$ cat config.mk
export PLATFORM = sky130hd
export DESIGN_NAME = decode_stage
export DESIGN_NICKNAME = d
export VERILOG_FILES = /design/src/rtl/decode_stage.sv
export SDC_FILE = /design/constraint.sdc
export NUM_CORES = 1
export LEC_CHECK = 0
export CAP_MARGIN = 15
export CORE_MARGIN = 2
export CORE_UTILIZATION = 33
export CTS_BUF_LIST = sky130_fd_sc_hd__clkbuf_4
export CTS_CLUSTER_DIAMETER = 30
export DETAILED_ROUTE_END_ITERATION = 8
export PLACE_DENSITY = 0.71
export SKIP_CTS_REPAIR_TIMING = 1
export SYNTH_ARGS = -nofsm -noshare
export SYNTH_HDL_FRONTEND = slang
export SYNTH_SLANG_ARGS = --single-unit
$ cat constraint.sdc
create_clock -name clk -period 2.2 [get_ports clk]
set_clock_uncertainty 0.05 [all_clocks]
set_input_delay 0.66 -clock clk [delete_from_list [all_inputs] [get_ports clk]]
set_output_delay 0.66 -clock clk [all_outputs]
set_load 0.005 [all_outputs]
$ cat src/rtl/decode_stage.sv
// RV32I instruction-decode stage: register-file addressing, writeback bypass,
// immediate generation, and a single ID/EX output register with handshake.
module decode_stage #(
  parameter int unsigned XLEN = 32
) (
  input  logic            clk,
  input  logic            reset_n,
  input  logic            in_valid,
  output logic            in_ready,
  input  logic [31:0]     in_instr,
  input  logic [XLEN-1:0] in_pc,
  output logic [4:0]      rf_a1,
  output logic [4:0]      rf_a2,
  input  logic [XLEN-1:0] rf_rd1,
  input  logic [XLEN-1:0] rf_rd2,
  input  logic            wb_wen,
  input  logic [4:0]      wb_a3,
  input  logic [XLEN-1:0] wb_wd,
  input  logic            flush,
  output logic            out_valid,
  input  logic            out_ready,
  output logic [XLEN-1:0] out_pc,
  output logic [6:0]      out_opcode,
  output logic [2:0]      out_funct3,
  output logic            out_funct7b5,
  output logic [4:0]      out_rd,
  output logic [4:0]      out_rs1,
  output logic [4:0]      out_rs2,
  output logic [XLEN-1:0] out_rs1_val,
  output logic [XLEN-1:0] out_rs2_val,
  output logic [XLEN-1:0] out_imm,
  output logic            out_illegal
);

  localparam int unsigned RegAw = 5;
  localparam int unsigned OpW   = 7;

  localparam logic [OpW-1:0] OpLoad   = 7'b0000011;
  localparam logic [OpW-1:0] OpImm    = 7'b0010011;
  localparam logic [OpW-1:0] OpJalr   = 7'b1100111;
  localparam logic [OpW-1:0] OpStore  = 7'b0100011;
  localparam logic [OpW-1:0] OpBranch = 7'b1100011;
  localparam logic [OpW-1:0] OpLui    = 7'b0110111;
  localparam logic [OpW-1:0] OpAuipc  = 7'b0010111;
  localparam logic [OpW-1:0] OpJal    = 7'b1101111;
  localparam logic [OpW-1:0] OpReg    = 7'b0110011;

  logic [RegAw-1:0] rs1_c, rs2_c;
  logic [XLEN-1:0]  imm_c, rs1_val_c, rs2_val_c;
  logic             illegal_c;
  logic             capture_c, hold_c;

  logic             out_valid_q, out_valid_d;
  logic [XLEN-1:0]  pc_q, pc_d;
  logic [OpW-1:0]   opcode_q, opcode_d;
  logic [2:0]       funct3_q, funct3_d;
  logic             funct7b5_q, funct7b5_d;
  logic [RegAw-1:0] rd_q, rd_d, rs1_q, rs1_d, rs2_q, rs2_d;
  logic [XLEN-1:0]  rs1_val_q, rs1_val_d, rs2_val_q, rs2_val_d;
  logic [XLEN-1:0]  imm_q, imm_d;
  logic             illegal_q, illegal_d;

  assign rs1_c     = in_instr[19:15];
  assign rs2_c     = in_instr[24:20];
  assign rf_a1     = rs1_c;
  assign rf_a2     = rs2_c;
  assign in_ready  = ~out_valid_q | out_ready;
  assign capture_c = in_valid & in_ready & ~flush;
  assign hold_c    = out_valid_q & ~out_ready;

  // Immediate selection and legality check from the opcode
  always_comb begin
    imm_c     = '0;
    illegal_c = 1'b0;
    case (in_instr[6:0])
      OpLoad, OpImm, OpJalr: imm_c = {{20{in_instr[31]}}, in_instr[31:20]};
      OpStore:  imm_c = {{20{in_instr[31]}}, in_instr[31:25], in_instr[11:7]};
      OpBranch: imm_c = {{19{in_instr[31]}}, in_instr[31], in_instr[7],
                         in_instr[30:25], in_instr[11:8], 1'b0};
      OpLui, OpAuipc: imm_c = {in_instr[31:12], 12'b0};
      OpJal:    imm_c = {{11{in_instr[31]}}, in_instr[31], in_instr[19:12],
                         in_instr[20], in_instr[30:21], 1'b0};
      OpReg:    imm_c = '0;
      default:  illegal_c = 1'b1;
    endcase
    if (in_instr[1:0] != 2'b11) illegal_c = 1'b1;
  end

  // Operand select: x0 reads zero, same-cycle writeback wins over the register file
  always_comb begin
    rs1_val_c = rf_rd1;
    rs2_val_c = rf_rd2;
    if (rs1_c == '0)                       rs1_val_c = '0;
    else if (wb_wen && (wb_a3 == rs1_c))   rs1_val_c = wb_wd;
    if (rs2_c == '0)                       rs2_val_c = '0;
    else if (wb_wen && (wb_a3 == rs2_c))   rs2_val_c = wb_wd;
  end

  // ID/EX register next state: flush > capture > consume, plus stale-operand refresh while held
  always_comb begin
    out_valid_d = out_valid_q;
    pc_d        = pc_q;
    opcode_d    = opcode_q;
    funct3_d    = funct3_q;
    funct7b5_d  = funct7b5_q;
    rd_d        = rd_q;
    rs1_d       = rs1_q;
    rs2_d       = rs2_q;
    rs1_val_d   = rs1_val_q;
    rs2_val_d   = rs2_val_q;
    imm_d       = imm_q;
    illegal_d   = illegal_q;
    if (flush) begin
      out_valid_d = 1'b0;
    end else if (capture_c) begin
      out_valid_d = 1'b1;
      pc_d        = in_pc;
      opcode_d    = in_instr[6:0];
      funct3_d    = in_instr[14:12];
      funct7b5_d  = in_instr[30];
      rd_d        = in_instr[11:7];
      rs1_d       = rs1_c;
      rs2_d       = rs2_c;
      rs1_val_d   = rs1_val_c;
      rs2_val_d   = rs2_val_c;
      imm_d       = imm_c;
      illegal_d   = illegal_c;
    end else if (out_valid_q && out_ready) begin
      out_valid_d = 1'b0;
    end
    if (hold_c && wb_wen && (wb_a3 != '0)) begin
      if (wb_a3 == rs1_q) rs1_val_d = wb_wd;
      if (wb_a3 == rs2_q) rs2_val_d = wb_wd;
    end
  end

  // ID/EX state register, cleared asynchronously
  always_ff @(posedge clk or negedge reset_n) begin
    if (!reset_n) begin
      out_valid_q <= 1'b0;
      pc_q        <= '0;
      opcode_q    <= '0;
      funct3_q    <= '0;
      funct7b5_q  <= 1'b0;
      rd_q        <= '0;
      rs1_q       <= '0;
      rs2_q       <= '0;
      rs1_val_q   <= '0;
      rs2_val_q   <= '0;
      imm_q       <= '0;
      illegal_q   <= 1'b0;
    end else begin
      out_valid_q <= out_valid_d;
      pc_q        <= pc_d;
      opcode_q    <= opcode_d;
      funct3_q    <= funct3_d;
      funct7b5_q  <= funct7b5_d;
      rd_q        <= rd_d;
      rs1_q       <= rs1_d;
      rs2_q       <= rs2_d;
      rs1_val_q   <= rs1_val_d;
      rs2_val_q   <= rs2_val_d;
      imm_q       <= imm_d;
      illegal_q   <= illegal_d;
    end
  end

  assign out_valid    = out_valid_q;
  assign out_pc       = pc_q;
  assign out_opcode   = opcode_q;
  assign out_funct3   = funct3_q;
  assign out_funct7b5 = funct7b5_q;
  assign out_rd       = rd_q;
  assign out_rs1      = rs1_q;
  assign out_rs2      = rs2_q;
  assign out_rs1_val  = rs1_val_q;
  assign out_rs2_val  = rs2_val_q;
  assign out_imm      = imm_q;
  assign out_illegal  = illegal_q;

endmodule

Word level (Yosys, flattened, before mapping)
Cells that the tools add are included.
- RAM bits: 0
- output and inout port bits: 167
- bits in latches: 0
- word-level logic and storage cells: 64
- memories kept: 0
- bits in read-only memories: 0
- bits in registers: 156
- input bits: 171
- equal/unequal tests: 14
- reduce and logical (&&, ||, !) cells: 13
- add/sub/neg operators: 0
- divide/modulo/power cells: 0
- $lt $le $gt $ge: 0
- $mul: 0
- mux-type cells: 18
- bitwise logic cells: 7
- shift-type cells: 0
- operators by type and width (operator ; number):
    $mux 32 ; 12
    $pmux 32 s5 ; 1
    $eq 7x6->1 const B ; 3
    $eq 7x7->1 const B ; 3
    $eq 5x5->1 ; 4
    $eq 7x5->1 const B ; 2
    $logic_not 5->1 ; 2
    $reduce_or 9->1 ; 1
    $eq 7x2->1 const B ; 1
    $logic_and 1x1->1 ; 5
    $mux 1 ; 5
    $reduce_bool 5->1 ; 1
    $and 1x1->1 ; 3
    $not 1->1 ; 3
    $reduce_bool 3->1 ; 1
    $reduce_or 3->1 ; 1
    $ne 2x2->1 const B ; 1
    $reduce_and 2->1 ; 1
    $reduce_or 2->1 ; 1
    $or 1x1->1 ; 1

Logic depth before layout (Yosys ltp)
- word-level depth: 8
- depth in mapped cells: 7
- mapped depth without buffers: 6

Worst setup path after synthesis
OpenSTA, ideal clock, no wires.
- path kind: input-to-reg
- start point: in wb_a3[2]
- end point: reg rs1_val_q[30], in the netlist out_rs1_val[30]
- required time: 2.007 ns
- slack: -0.077 ns
- path buffers: 2
- arrival time: 2.084 ns
- stages on the path: 7
- cell sequence: buf_2 > or4_1 > o211ai_2 > nor4_1 > a31o_2 > buf_6 > o2bb2ai_1
- cells in the longest elaborated chain, start to end: 8
- elaborated cells on any way between the ends: 11
- classes of those cells: 2 x eq/ne; 6 x mux; 3 x reduce/logical
- RTL lines (what ; RTL line ; source):
    start, declared ; 17 ; input logic [4:0] wb_a3,
    $eq 5x5->1 ; 94 ; else if (wb_wen && (wb_a3 == rs1_c)) rs1_val_c = wb_wd;
    $logic_and 1x1->1 ; 94 ;
    $mux 32 ; 94 ;
    $mux 32 ; 93 ; if (rs1_c == '0) rs1_val_c = '0;
    $mux 32 ; 115 ; end else if (capture_c) begin
    $mux 32 ; 113 ; if (flush) begin
    $mux 32 ; 132 ; if (wb_a3 == rs1_q) rs1_val_d = wb_wd;
    $mux 32 * ; 131 ; if (hold_c && wb_wen && (wb_a3 != '0)) begin
    via rs1_val_d[30] ; 59 ; logic [XLEN-1:0] rs1_val_q, rs1_val_d, rs2_val_q, rs2_val_d;
    end signal, assigned ; 161 ; rs1_val_q <= rs1_val_d;
    end, declared ; 59 ;
The timed path passes the listed nets; every way through them passes the cells marked *.
A chain may end at the register's enable or synchronous reset.

Worst setup path in the final report
- start point: in wb_a3[1]
- end point: reg rs2_val_q[0], in the netlist out_rs2_val[0]
- cells in the longest elaborated chain, start to end: 8
- elaborated cells on any way between the ends: 11
- classes of those cells: 2 x eq/ne; 6 x mux; 3 x reduce/logical
- RTL lines (what ; RTL line ; source):
    $eq 5x5->1 ; 96 ; else if (wb_wen && (wb_a3 == rs2_c)) rs2_val_c = wb_wd;
    $logic_and 1x1->1 ; 96 ;
    $mux 32 ; 96 ;
    $mux 32 ; 95 ; if (rs2_c == '0) rs2_val_c = '0;
    $mux 32 ; 115 ;
    $mux 32 ; 113 ;
    $mux 32 ; 133 ; if (wb_a3 == rs2_q) rs2_val_d = wb_wd;
    $mux 32 * ; 131 ;
    via rs2_val_d[0] ; 59 ;
    end signal, assigned ; 162 ; rs2_val_q <= rs2_val_d;
    end, declared ; 59 ;
Marked as above.

==> summary.txt <==
Pwr
  – Power consumption: 7520 uW
  – Peak supply drop: 0.000307 V
  – Pwr dens: 613 nW/um^2
  – Leak Pwr: 0.00718 uW

Yosys
  – Gate Count Post-Synth: 680
  – Library cells used by synthesis: 38
  – Seq/Total Area, Yosys: 0.568
  – Top cell type's share of synthesized area: 0.568
  – Cell Area, Synth: 6870 um^2
  – Warnings, synthesis: 0
  – Yosys reg bits: 156
  – Synthesized Nets: 851
  – Avg Cell Area, Syn: 10.1 um^2
  – Synth area leaders: dfrtp_1 57%, nand2_1 11%, o2bb2ai_1 8.2%
  – Yosys top cell by area: dfrtp_1

Floorplan
  – Initial Util: 0.337
  – I/O pin cnt: 338
  – Placeable Area: 20400 um^2
  – # rows: 52
  – Die H: 148 um
  – Die X-Extent: 148 um
  – Die Footprint: 22000 um^2

Worst setup path
  – R2r setup slk: 260 ps
  – Buf/Inv on CP: 3
  – Critical-path top delay cell: or4_4
  – Worst r2r path cells: 7
  – Max Fanout on Critical Path: 8
  – Reg-to-reg endpoint: out_rs2_val[0]
  – Critical path startpoint category: input port
  – Crit end category: flip-flop
  – CP top delay family: buffers and inverters
  – Arr. time, crit path: 2610 ps
  – Crit-path cells: clkdlybuf4s50_1, or4_4, o211ai_4, buf_4, nor4_4, buf_4, a31o_4, o2bb2ai_1
  – Slowest cell delay on critical path: 540 ps
  – Cell repeated most along the worst path: buf_4
  – RR Startpoint: out_valid
  – CP Data Required Time: 2620 ps
  – Critical path type: input port to flip-flop

Detailed routing
  – Routed vias: 6995
  – Drt pass-1 iters: 5
  – Initial DRC count: 341
  – Avg Vias per Cell: 5.00
  – Routed WL: 25.9 mm
  – Antenna Nets Post-Route: 0
  – Per-cell routed wire length: 18.5 um
  – DRC: 0

Placement
  – Placed inst area: 11100 um^2
  – Cells after DPL: 1303
  – Port bufs: 337
  – Dpl hpwl: 18.2 mm
  – Gp weighted congestion: 0.804

Timing
  – Worst slew pin tran: 677 ps
  – Total negative slack: 0 ps
  – Fin crit share: 0.999
  – Worst hold slack: 302 ps
  – RSZ-0062 raised after global routing: yes
  – # setup viols final: 0
  – Fmax achieved: 0.455 GHz
  – Slew headroom: 0.549
  – Final Hold Fails: 0
  – Post-route minimum period: 2200 ps
  – Count of pins over their slew limit: 0

CTS
  – CTS Sinks: 156
  – H-Tree Depth: 4
  – Clock Tree Root: clkbuf_4
  – Clock buffer depth: 2
  – Clk Latency, worst-skew pair: 580 ps
  – TritonCTS buffer count: 17
  – CTS tree: built
  – CTS clk-pin slew, worst paths: 150 ps

Cells and area
  – Nets: 1286
  – Cell Count, Final, Fillers Out: 1400
  – Layout cell share with drive strength beyond 1: 0.170
  – Layout area overhead: 78.5%
  – Final instance area: 12300 um^2
  – # fillers: 1742

Min path
  – Type of the tightest min-delay check: input port to flip-flop
  – WHS Path Cells: 3
  – Hold path startpoint: in_instr[23]
  – Worst Hold End: out_rs2[3]

Flow run
  – Maxcap violations: 0

GRT
  – Total grt overflow: 0
  – Busiest grt layer: met2
  – Via count of the first global-routing pass: 6711
  – Met1 Use GR: 0.268
  – Global Route met3 Usage: 0.0715
  – Largest net degree at the start of global routing: 63
  – Total GRT Usage: 0.219
  – M2 GR Usage: 0.365
  – Initial antenna violation count: 3
  – First-pass GRT wire length: 37.4 mm

Status
  – Status: finished, final reports clean
## worst min-delay path: stages
cell     delay (ps)
buf_2           140
nand2_1          60
nand2_1          40
## cell usage after synthesis
cell,instances
a211oi_1,8
a211oi_2,2
a21oi_1,17
a221oi_1,4
a22o_1,6
a22oi_1,64
a31o_2,1
a31o_4,1
and2_1,2
and3_1,2
and4_1,1
buf_1,5
buf_2,6
buf_4,10
buf_6,7
clkbuf_1,31
dfrtp_1,156
inv_1,3
mux2i_1,1
nand2_1,201
nand3_1,3
nand3b_1,1
nor2_1,36
nor2b_1,2
nor3_1,2
nor3b_1,1
nor4_1,3
nor4_2,1
nor4bb_1,1
o211ai_1,1
o211ai_2,1
o21ai_0,11
o21bai_1,1
o22ai_1,1
o2bb2ai_1,64
or4_1,3
xnor2_1,11
xor2_1,9
## worst max path at each step
stage                      end  slack, ps  depth (start not counted)          from
2_1_floorplan  out_rs1_val[30]        -50                          7      wb_a3[1]
3_3_place_gp   out_rs1_val[30]       -600                          7      wb_a3[4]
3_5_place_dp   out_rs1_val[10]       -600                          8     out_ready
4_1_cts               rf_a2[3]       -470                          3  in_instr[23]
5_1_grt        out_rs2_val[24]        -20                          8      wb_a3[1]
6_report        out_rs2_val[0]          1                          8      wb_a3[1]
## flip-flops by register name, indices dropped and copies added, names as in the netlist, 3 cells and up
signal and count:
out_rs2 5, out_imm 32, out_pc 32, out_rs1_val 32
out_opcode 7, out_funct3 3, out_rd 5, out_rs2_val 32
out_rs1 5
## per-stage QoR
stage | util | worst slack (ps)
2_1_floorplan | - | -52.0
3_3_place_gp | 0.544 | -598
3_5_place_dp | 0.544 | -598
4_1_cts | 0.556 | -473
5_1_grt | 0.602 | -17.4
6_report | 0.602 | 1.11
## cell usage in the layout (no fill, tap or decap), drive strengths merged, types with 9 or more instances in the layout
master and count:
xnor2 11, nand2 201, xor2 9, a211oi 10
dlymetal6s2s 165, a21oi 17, a22oi 64, buf 136
clkbuf 21, o21ai 11, inv 11, clkdlybuf4s50 166
nor2 36, o2bb2ai 64, dfrtp 156
## report_power, final
group	internal (uW)	switching, uW	leakage (uW)
Sequential	3280	225	0.00195
Combinational	1440	909	0.00510
Clock	486	1180	0.000136
## cell families (layout without fill, tap and decap cells)
family	after synthesis	after routing	synth area share
mux	1	1	0.00146
buf+inv	62	507	0.0481
other cells	0	2	0
compound gates	182	185	0.206
flops	156	156	0.568
xor+xnor	20	20	0.0255
simple gates	259	259	0.151
## layer usage
metal  wire length, um  up-vias  part of all wire
met5                13        -           0.00050
met4               777        2             0.030
met3              2070       50             0.080
met1             10300     3380              0.40
met2             12700      280              0.49
li1                  -     3283                 -
## area by class of cell
| cell class | instances | area, um^2 | share of cell area |
|---|---|---|---|
| Timing Repair Buffer | 472 | 4950 | 0.404 |
| Sequential cell | 156 | 3900 | 0.318 |
| Inverter | 3 | 11.3 | 0.000918 |
| Clock inverter | 15 | 129 | 0.0105 |
| Clock buffer | 17 | 128 | 0.0104 |
| Tap cell | 270 | 338 | 0.0275 |
| Multi-Input combinational cell | 465 | 2800 | 0.228 |
| Antenna cell | 2 | 5.00 | 0.000408 |
No activity file was read; power rests on OpenSTA's default activity.
